`config.mk`:
```
export PLATFORM = sky130hd
export DESIGN_NAME = nib_pack
export DESIGN_NICKNAME = d
export VERILOG_FILES = /design/src/rtl/nib_pack.sv
export SDC_FILE = /design/constraint.sdc
export NUM_CORES = 1
export LEC_CHECK = 0
export CAP_MARGIN = 20
export CORE_UTILIZATION = 25
export DETAILED_ROUTE_END_ITERATION = 10
export HOLD_SLACK_MARGIN = 0.02
export PLACE_DENSITY = 0.46
export SKIP_LAST_GASP = 1
export SYNTH_ARGS = -nofsm -noshare
export SYNTH_HDL_FRONTEND = slang
export SYNTH_SLANG_ARGS = --single-unit
```
`constraint.sdc`:
```
create_clock -name CLK -period 3.25 [get_ports CLK]
set_input_delay 0.975 -clock CLK [delete_from_list [all_inputs] [get_ports CLK]]
set_output_delay 0.975 -clock CLK [all_outputs]
set_load 0.005 [all_outputs]
```
`src/rtl/nib_pack.sv`:
```
// nib_pack: packs serial nibbles (MS nibble first) into 16-bit words,
// with a separate output register so one word can wait while the next fills.
module nib_pack (
  input  logic        CLK,
  input  logic        RESET_L,
  input  logic [3:0]  NIB_IN,
  input  logic        NIB_VALID,
  output logic        NIB_READY,
  input  logic        FLUSH,
  output logic [15:0] NIBBLES,
  output logic        WORD_VALID,
  input  logic        WORD_READY,
  output logic [1:0]  NIB_CNT,
  output logic [7:0]  WORD_CNT
);
  typedef enum logic {FILL, HOLD} state_t;
  state_t      r_state;
  logic [15:0] r_asm;
  logic [1:0]  r_cnt;
  logic [15:0] r_word;
  logic [7:0]  r_wcnt;
  logic        w_slot_free;
  logic        w_acc;
  logic        w_full;
  logic        w_flush;
  logic        w_load;
  logic [15:0] w_asm_next;
  assign w_slot_free = (r_state == FILL) | WORD_READY;
  assign NIB_READY   = (r_cnt != 2'd3) | w_slot_free;
  assign w_acc       = NIB_VALID & NIB_READY;
  // unfilled slots stay zero because the assembly register clears on every load
  assign w_asm_next  = w_acc ? (r_asm | ({12'h000, NIB_IN} << (4'd12 - {r_cnt, 2'b00}))) : r_asm;
  assign w_full      = w_acc & (r_cnt == 2'd3);
  assign w_flush     = FLUSH & w_slot_free & (w_acc | (r_cnt != 2'd0));
  assign w_load      = w_full | w_flush;
  assign NIBBLES     = r_word;
  assign WORD_VALID  = (r_state == HOLD);
  assign NIB_CNT     = r_cnt;
  assign WORD_CNT    = r_wcnt;
  always_ff @(posedge CLK or negedge RESET_L) begin
    if (!RESET_L) begin
      r_state <= FILL;
      r_asm   <= 16'h0000;
      r_cnt   <= 2'd0;
      r_word  <= 16'h0000;
      r_wcnt  <= 8'd0;
    end else begin
      r_asm   <= w_load ? 16'h0000 : w_asm_next;
      r_cnt   <= w_load ? 2'd0 : r_cnt + {1'b0, w_acc};
      r_word  <= w_load ? w_asm_next : r_word;
      r_wcnt  <= w_load ? r_wcnt + 8'd1 : r_wcnt;
      r_state <= w_load ? HOLD : (WORD_READY ? FILL : r_state);
    end
  end
endmodule
```
* Yosys cells after proc, flatten, opt, wreduce, memory -nomap -nowiden
Cells that the tools add are included.
** Word-level totals
- Register bits after elaboration :: 43
- Input bits :: 9
- Output and inout bits :: 28
- Word-level logic and storage cells :: 28
** Operators by class
- Add/subtract/negate cells :: 3
- Eq/ne operators :: 2
- Shift operators :: 1
- Mux-type cells :: 5
- Bitwise gates (word level) :: 10
- Reductions and logical operators :: 2
** Operators by type and width (count)
- $mux 16 :: 2
- $or 16x16->16 :: 1
- $shl 4x4->16 :: 1
- $add 8x1->8 const B :: 1
- $and 1x1->1 :: 4
- $or 1x1->1 :: 4
- $reduce_bool 2->1 :: 2
- $sub 4x4->4 const A :: 1
- $add 2x1->2 :: 1
- $eq 2x2->1 const B :: 1
- $mux 1 :: 2
- $mux 2 :: 1
- $ne 2x2->1 const B :: 1
- $not 1->1 :: 1

* Depth between registers and ports, before layout
Gate-level depths: netlist of run 1.
- Depth after elaboration :: 8
- Mapped depth :: 8
- Mapped depth without buffers :: 6

* Worst setup path before layout of run 1
OpenSTA, ideal clock, no wires.
- Kind :: in2out
- Start :: in WORD_READY
- End :: out NIB_READY
- Data arrival time :: 1513 ps
- Data required time :: 2275 ps
- Slack :: 762 ps
- Stages on the path :: 4
- Buffers on the path :: 2
- Cells stage by stage :: nor2b_1 buf_2 buf_2 nand3_1
** Between the ends
- Longest elaborated chain between the ends :: 2
** Ends and longest elaborated chain
- start, declared :: RTL line 12 : input logic WORD_READY,
- $or 1x1->1 :: RTL line 28 : assign w_slot_free = (r_state == FILL) | WORD_READY;
- $or 1x1->1 :: RTL line 29 : assign NIB_READY = (r_cnt != 2'd3) | w_slot_free;
- end, declared :: RTL line 8 : output logic NIB_READY,
Every way passes these cells.

* Worst setup path after layout of run 1
Same ends and word-level chain as after synthesis.

==> results of run 1 <==
==> power breakdown <==
part	internal [mW]	total, mW	switching (mW)
logic	0.381	0.698	0.317
clock network	0.249	0.430	0.182
registers	0.724	0.862	0.138
==> worst reg2reg max path: cells and delay by family (launching register included) <==
| family | cells | cell delay, ns |
|---|---|---|
| compound gates | 3 | 0.90 |
| simple gates | 1 | 0.36 |
| flops | 1 | 0.50 |
==> worst max-delay path by stage <==
stage | start | end | slack (ns)
4_1_cts | WORD_READY | NIB_READY | 0.06
6_report | WORD_READY | NIB_READY | 0.10
5_1_grt | WORD_READY | NIB_READY | 0.002
3_5_place_dp | WORD_READY | NIB_READY | -0.001
3_3_place_gp | WORD_READY | NIB_READY | -0.03
2_1_floorplan | WORD_READY | NIB_READY | 0.76
==> cell families (layout without fill, tap and decap cells) <==
| logic type | count (synthesis) | in the layout | synth area share [%] |
|---|---|---|---|
| adders and majority gates | 2 | 2 | 1.42 |
| xor gates and xnor gates | 8 | 8 | 3.97 |
| and+or+nand+nor | 45 | 45 | 13.5 |
| buffers and inverters | 11 | 48 | 3.97 |
| DFF | 43 | 43 | 60.9 |
| AOI/OAI and AO/OA | 43 | 43 | 15.6 |
| muxes | 1 | 1 | 0.638 |
==> layout make-up <==
class | instances | area, sq um
clock buffers | 6 | 82.6
well taps | 96 | 120
flip-flops and latches | 43 | 1080
fillers | 695 | 4470
clock inverters | 2 | 35.0
multi-input cells | 99 | 622
repair buffers | 40 | 385
==> synthesized netlist by cell type <==
cell type	count	share of area, %
and4_1	1	0.50
nor3_1	4	1.1
buf_2	5	1.4
o21a_2	1	0.50
or2_4	1	0.50
nor4_1	1	0.35
nand3_1	4	1.1
dfrtp_1	43	61
ha_1	2	1.4
a221o_1	4	2.3
buf_6	3	1.9
xor2_1	6	3.0
nor3b_1	5	2.1
mux2_2	1	0.64
xnor2_1	2	0.99
nand2_1	2	0.43
nand4_1	1	0.35
a21o_4	1	0.85
o21ai_0	24	6.8
a31oi_1	12	4.3
and2_1	6	2.1
nor2b_1	3	1.1
clkbuf_1	3	0.64
nor2_1	16	3.4
nand2b_1	1	0.35
a21oi_4	1	0.92
==> registers in the layout, summed over array words and instances, names as in the netlist <==
name,cells
NIB_CNT,2
NIBBLES,16
WORD_VALID,1
r_asm,16
WORD_CNT,8
==> metal layers <==
layer	GRT usage, %	routed length (um)	vias to the layer above	share of wire [%]
met2	18.1	1900	23	46
met4	4.55	72	0	1.7
li1	-	-	609	-
met3	3.08	123	5	3.0
met5	0	0	-	0
met1	17.0	2050	662	49
==> flow_summary_export.csv, run 1 <==
group,metric,value,unit
cells_and_area,layout_commonest_cell,"dfrtp_1",
worst_setup_path,path_buf_inv,2,
timing,rsz0062_at_grt,"no",
clock_network,ctsHoldBuffers,0,
floorplanning,dieArea,0.00740,sq mm
timing,fin_crit,3.15,ns
min_path,hp-start,"r_asm[1]",
timing,fin_tns_setup,0,ns
power,p_total,1.99,mW
worst_setup_path,critPathTopFamily,"buffers and inverters",
cells_and_area,drive_above_1_share,10.0,%
worst_setup_path,reg2reg_from,"NIB_CNT[1]",
global_route,antenna_found_initial,0,
timing,holdWs,0.480,ns
power,p_leak,0.997,nW
floorplanning,die_w,86.0,um
worst_setup_path,worstSetupPathType,"input port to primary output",
timing,drv_slew,0,
worst_setup_path,crit_fanout,2,
clock_network,insertion_delay,0.29,ns
clock_network,cts.repair.resized,1,
timing,hold_violations,0,
worst_setup_path,path_depth,4,
min_path,hold_class,"flip-flop to flip-flop",
power,p_per_area,857,mW/mm^2
cells_and_area,fin_cells,286,
worst_setup_path,slowest_delay,0.48,ns
timing,setup_viol,0,
clock_network,htreeDepth,2,
worst_setup_path,end_kind,"primary output",
synthesis,syn_avg_cell_area,11.5,sq um
global_route,grt_first_pass_wirelength,6.83,mm
worst_setup_path,reg2reg_slack,1.43,ns
cells_and_area,finalInstanceArea,0.00232,sq mm
route,drtIter0Drc,58,
placement,port_buffers,36,
route,wl_per_cell,14.5,um
worst_setup_path,reg2reg_to,"NIBBLES[0]",
clock_network,cts_made_buffers,5,
placement,hpwlAfterDp,2.78,mm
clock_network,tritoncts,"done",
synthesis,synthCells,153,
clock_network,clk_path_buf_depth,2,
floorplanning,start_util,26.0,%
floorplanning,die_h,86.0,um
timing,fmax,318,MHz
global_route,first_global_vias,1291,
worst_setup_path,critical_path_required,2.27,ns
route,drc,0,
status,status,"finished clean",
clock_network,cts_setup_buffers,0,
timing,max-slew-margin-rel,35.1,%
synthesis,yosysSeqAreaShare,60.9,%
worst_setup_path,path_cells,"clkdlybuf4s50_1 > nor2b_2 > nand3_1 > clkdlybuf4s50_1",
floorplanning,rows,30,
cells_and_area,nNetsFinal,200,
worst_setup_path,path_common_cell,"clkdlybuf4s50_1",
min_path,whs_path_depth,1,
synthesis,netlist_area,0.00177,sq mm
route,ant_nets,0,
cells_and_area,area_growth,31.5,%
timing,setup_slack,0.100,ns
placement,dp.cells,278,
placement,place_area,0.00220,sq mm
synthesis,synth.distinct_cells,26,
route,vias,1299,
synthesis,synth_seq_cells,43,
placement,place_ws,-0.00129,ns
timing,finalCritPeriodShare,96.9,%
timing,tightest_slew,0.974,ns
cells_and_area,n_antenna_cell,0,
power,peakVddDrop,0.000191,V
worst_setup_path,cp_slowest_cell,"clkdlybuf4s50_1",
global_route,track_usage,12.1,%
cells_and_area,final_core_util,34.2,%
worst_setup_path,start_kind,"input port",
synthesis,ys_warn_count,0,
clock_network,root_buffer,"clkbuf_8",
timing,fin_skew,0.00456,ns
synthesis,syn-num-nets,164,
min_path,hold_end,"r_asm[1]",
clock_network,cts.reportedPaths.clkPinSlew,0.08,ns
floorplanning,io-pin-count,37,
placement,gp_congestion,0.689,
run,cap_violations,0,
worst_setup_path,critPathArrivalTime,2.17,ns
clock_network,clock_sinks,43,
global_route,grt_overflow,0,
route,wl,4.15,mm
floorplanning,core_area,0.00679,sq mm
route,via_per_inst,4.54,
route,detail_route.first_pass.iterations,4,
worst_setup_path,r2r_cells,4,
global_route,grt_max_degree,44,
cells_and_area,final_cell_mix,"dfrtp_1 (43), clkdlybuf4s50_1 (35), o21ai_0 (24)",
Note: power is estimated with default switching activity, not from simulation.
==> run 2, diff against run 1 <==
--- a/config.mk
+++ b/config.mk
@@ -5,11 +5,12 @@
 export SDC_FILE = /design/constraint.sdc
 export NUM_CORES = 1
 export LEC_CHECK = 0
+export ABC_AREA = 1
 export CAP_MARGIN = 20
 export CORE_UTILIZATION = 25
 export DETAILED_ROUTE_END_ITERATION = 10
 export HOLD_SLACK_MARGIN = 0.02
-export PLACE_DENSITY = 0.46
+export PLACE_DENSITY = 0.45
 export SKIP_LAST_GASP = 1
 export SYNTH_ARGS = -nofsm -noshare
 export SYNTH_HDL_FRONTEND = slang
==> constraint.sdc (replaced) <==
create_clock -name CLK -period 3.25 [get_ports CLK]
set_input_delay 0.325 -clock CLK [delete_from_list [all_inputs] [get_ports CLK]]
set_output_delay 0.325 -clock CLK [all_outputs]
set_load 0.02 [all_outputs]
==> run 2 against run 1 <==
Synthesized cell count grew 54%. Final cell count grew 31%. Non-clock buffer count grew 1. Sequential share of layout area shrank 4.5 points. Setup slack gained 1.2 ns. Sequential power shrank 2%. Critical path type unchanged. Critical endpoint unchanged.
==> flow_summary_export.csv, run 2 <==
group,metric,value,unit
floorplanning,rows,32,
timing,fmax,500,MHz
synthesis,ys_warn_count,0,
floorplanning,die_w,91.9,um
synthesis,synth.distinct_cells,22,
cells_and_area,multi_input_area,731,sq um
cells_and_area,area_growth,27.2,%
worst_setup_path,critPathArrivalTime,1.67,ns
worst_setup_path,crit_fanout,3,
timing,rsz0062_at_grt,"no",
power,switching_share,38.7,%
global_route,grt_max_degree,44,
clock_network,root_buffer,"clkbuf_8",
clock_network,htreeDepth,2,
worst_setup_path,start_kind,"input port",
placement,place_ws,1.21,ns
worst_setup_path,r2r_cells,7,
global_route,grt_first_pass_wirelength,8.25,mm
status,status,"finished clean",
worst_setup_path,path_cells,"clkdlybuf4s50_1 > inv_1 > nand2_1 > nor2_1 > inv_1 > clkdlybuf4s50_1",
route,ant_nets,0,
synthesis,netlist_area,0.00202,sq mm
worst_setup_path,slowest_delay,0.60,ns
clock_network,cts_setup_buffers,0,
synthesis,synth_ff_type,"dfrtp_1",
timing,fin_tns_setup,0,ns
timing,tightest_slew,0.446,ns
timing,fin_crit,2.00,ns
placement,place_area,0.00244,sq mm
global_route,first_global_vias,1682,
clock_network,clock_sinks,43,
floorplanning,start_util,26.0,%
cells_and_area,seqCellArea,0.00108,sq mm
timing,drv_slew,0,
worst_setup_path,end_kind,"primary output",
synthesis,syn_avg_cell_area,8.60,sq um
timing,hold_violations,0,
route,drc,0,
cells_and_area,drive_above_1_share,7.30,%
synthesis,yosysSeqAreaShare,53.2,%
synthesis,synth-edff-count,0,
cells_and_area,n_antenna_cell,0,
route,wl_per_cell,12.3,um
min_path,hold_class,"input port to asynchronous set/reset pin",
cells_and_area,finalInstanceArea,0.00257,sq mm
global_route,antenna_found_initial,0,
route,wl,4.61,mm
worst_setup_path,path_buf_inv,4,
power,comb_power_share,42.8,%
worst_setup_path,critPathTopFamily,"buffers and inverters",
clock_network,cts.reportedPaths.clkPinSlew,0.08,ns
power,p_int,1.32,mW
worst_setup_path,reg2reg_to,"NIBBLES[0]",
clock_network,tritoncts,"done",
floorplanning,core_area,0.00777,sq mm
floorplanning,die_h,91.9,um
worst_setup_path,critical_path_required,2.92,ns
floorplanning,dieArea,0.00845,sq mm
timing,max-slew-margin-rel,70.2,%
floorplanning,io-pin-count,37,
synthesis,syn-num-nets,246,
synthesis,yosys-top-cells-count,"nand2_1 (70), dfrtp_1 (43), inv_1 (30), nand3_1 (30), nor2_1 (12)",
placement,dp.cells,366,
synthesis,synthCells,235,
cells_and_area,layout_commonest_cell,"nand2_1",
timing,setup_slack,1.25,ns
synthesis,synthTopCellsByArea,"dfrtp_1 (53%), nand2_1 (13%), nand3_1 (7.4%)",
power,p_per_area,835,mW/mm^2
power,power_frac_clock,17.7,%
synthesis,yosysTopAreaCellShare,53.2,%
global_route,grt_overflow,0,
worst_setup_path,worstSetupPathType,"input port to primary output",
synthesis,post-synth-top-area-cell,"dfrtp_1",
power,switching_power,0.830,mW
route,vias,1569,
timing,fin_skew,0.00749,ns
global_route,track_usage,12.3,%
power,p_leak,1.27,nW
worst_setup_path,cp_slowest_cell,"clkdlybuf4s50_1",
power,p_seq_share,39.5,%
cells_and_area,fill_cells,838,
cells_and_area,final_cell_mix,"nand2_1 (70), dfrtp_1 (43), clkdlybuf4s50_1 (35)",
power,peakVddDrop,0.000245,V
placement,port_buffers,36,
timing,finalCritPeriodShare,61.5,%
cells_and_area,nNetsFinal,284,
run,cap_violations,0,
route,detail_route.first_pass.iterations,4,
clock_network,cts_made_buffers,5,
placement,gp_congestion,0.760,
route,via_per_inst,4.17,
synthesis,synth_most_common_cell,"nand2_1",
placement,hpwlAfterDp,3.15,mm
clock_network,clk_path_buf_depth,2,
synthesis,async_flop_share,100,%
worst_setup_path,reg2reg_from,"NIB_CNT[1]",
timing,setup_viol,0,
cells_and_area,fin_cells,376,
worst_setup_path,reg2reg_slack,1.60,ns
synthesis,synth_seq_cells,43,
route,drtIter0Drc,100,
clock_network,insertion_delay,0.30,ns
run 2: cell types whose count changed after synthesis, sizes merged, moves of 5 or more:
cell,previous run,this run
inv,0,31
a31oi,12,0
and3,0,6
nand3,4,31
o21bai,0,6
and2,6,0
o21ai,24,6
nand2,2,72
nor3b,5,0
run 2: cell families (layout without fill, tap and decap cells):
kind of cell,after synthesis,after routing,synth area share [%]
compound gates,16,16,4.89
xor+xnor,4,4,1.73
fa+ha+maj,2,2,1.24
buf+inv,41,80,10.6
flops,43,43,53.2
simple gates,129,129,28.3
run 2: timing repair:
item,CTS,global route
hold buffers,0,1
setup endpoints to repair,0,0
resized for setup,0,0
hold endpoints to repair,0,16
run 2: how the worst max path moves through the flow:
stage,start,to,slack [ns],cells past startpoint
after floorplan,NIB_CNT[1],NIBBLES[2],1.97,7
final,WORD_READY,NIB_READY,1.25,6
after global placement,WORD_READY,NIB_READY,1.24,6
after detailed placement,NIB_VALID,WORD_CNT[4],1.21,5
after global routing,WORD_READY,NIB_READY,1.17,6
after CTS,WORD_READY,NIB_READY,1.24,6
run 2: routing by layer:
layer  global-route usage, %  wire length [um]  part of all wire, %  vias up
li1                        -                 -                    -      804
met3                    2.99               171                  3.7        6
met5                       0                 0                    0        -
met4                    4.30                71                  1.5        0
met2                    19.7              2010                   44       29
met1                    16.3              2360                   51      730
run 2: worst reg2reg max path: stages, from the launching register on:
cell	delay, ns
dfrtp_1	0.47
nand2_1	0.10
inv_1	0.08
nand3_2	0.35
nand2_2	0.23
buf_12	0.21
nand2_1	0.08
nand3_1	0.07
run 2: final cells by class:
cell class	instances	share of cell area [%]
repair buffers	41	16.4
inverters	31	4.53
clock buffers	8	3.89
multi-input cells	151	28.4
well taps	102	4.96
flip-flops and latches	43	41.8
run 2: stage by stage:
stage	power, mW	util [%]	hold WS [ns]
after floorplan	1.42	-	0.0294
after global routing	2.31	33.1	0.513
after CTS	2.18	32.7	0.226
after global placement	1.78	31.4	0.463
after detailed placement	1.79	31.4	0.468
final	2.15	33.1	0.487
run 2: power by group through the flow:
| stage | Clock, mW | Sequential, mW | Combinational [mW] |
|---|---|---|---|
| 3_5_place_dp | 0 | 0.861 | 0.929 |
| 5_1_grt | 0.411 | 0.878 | 1.02 |
| 4_1_cts | 0.393 | 0.852 | 0.931 |
| 6_report | 0.381 | 0.848 | 0.918 |
| 2_1_floorplan | 0 | 0.987 | 0.429 |
| 3_3_place_gp | 0 | 0.862 | 0.918 |
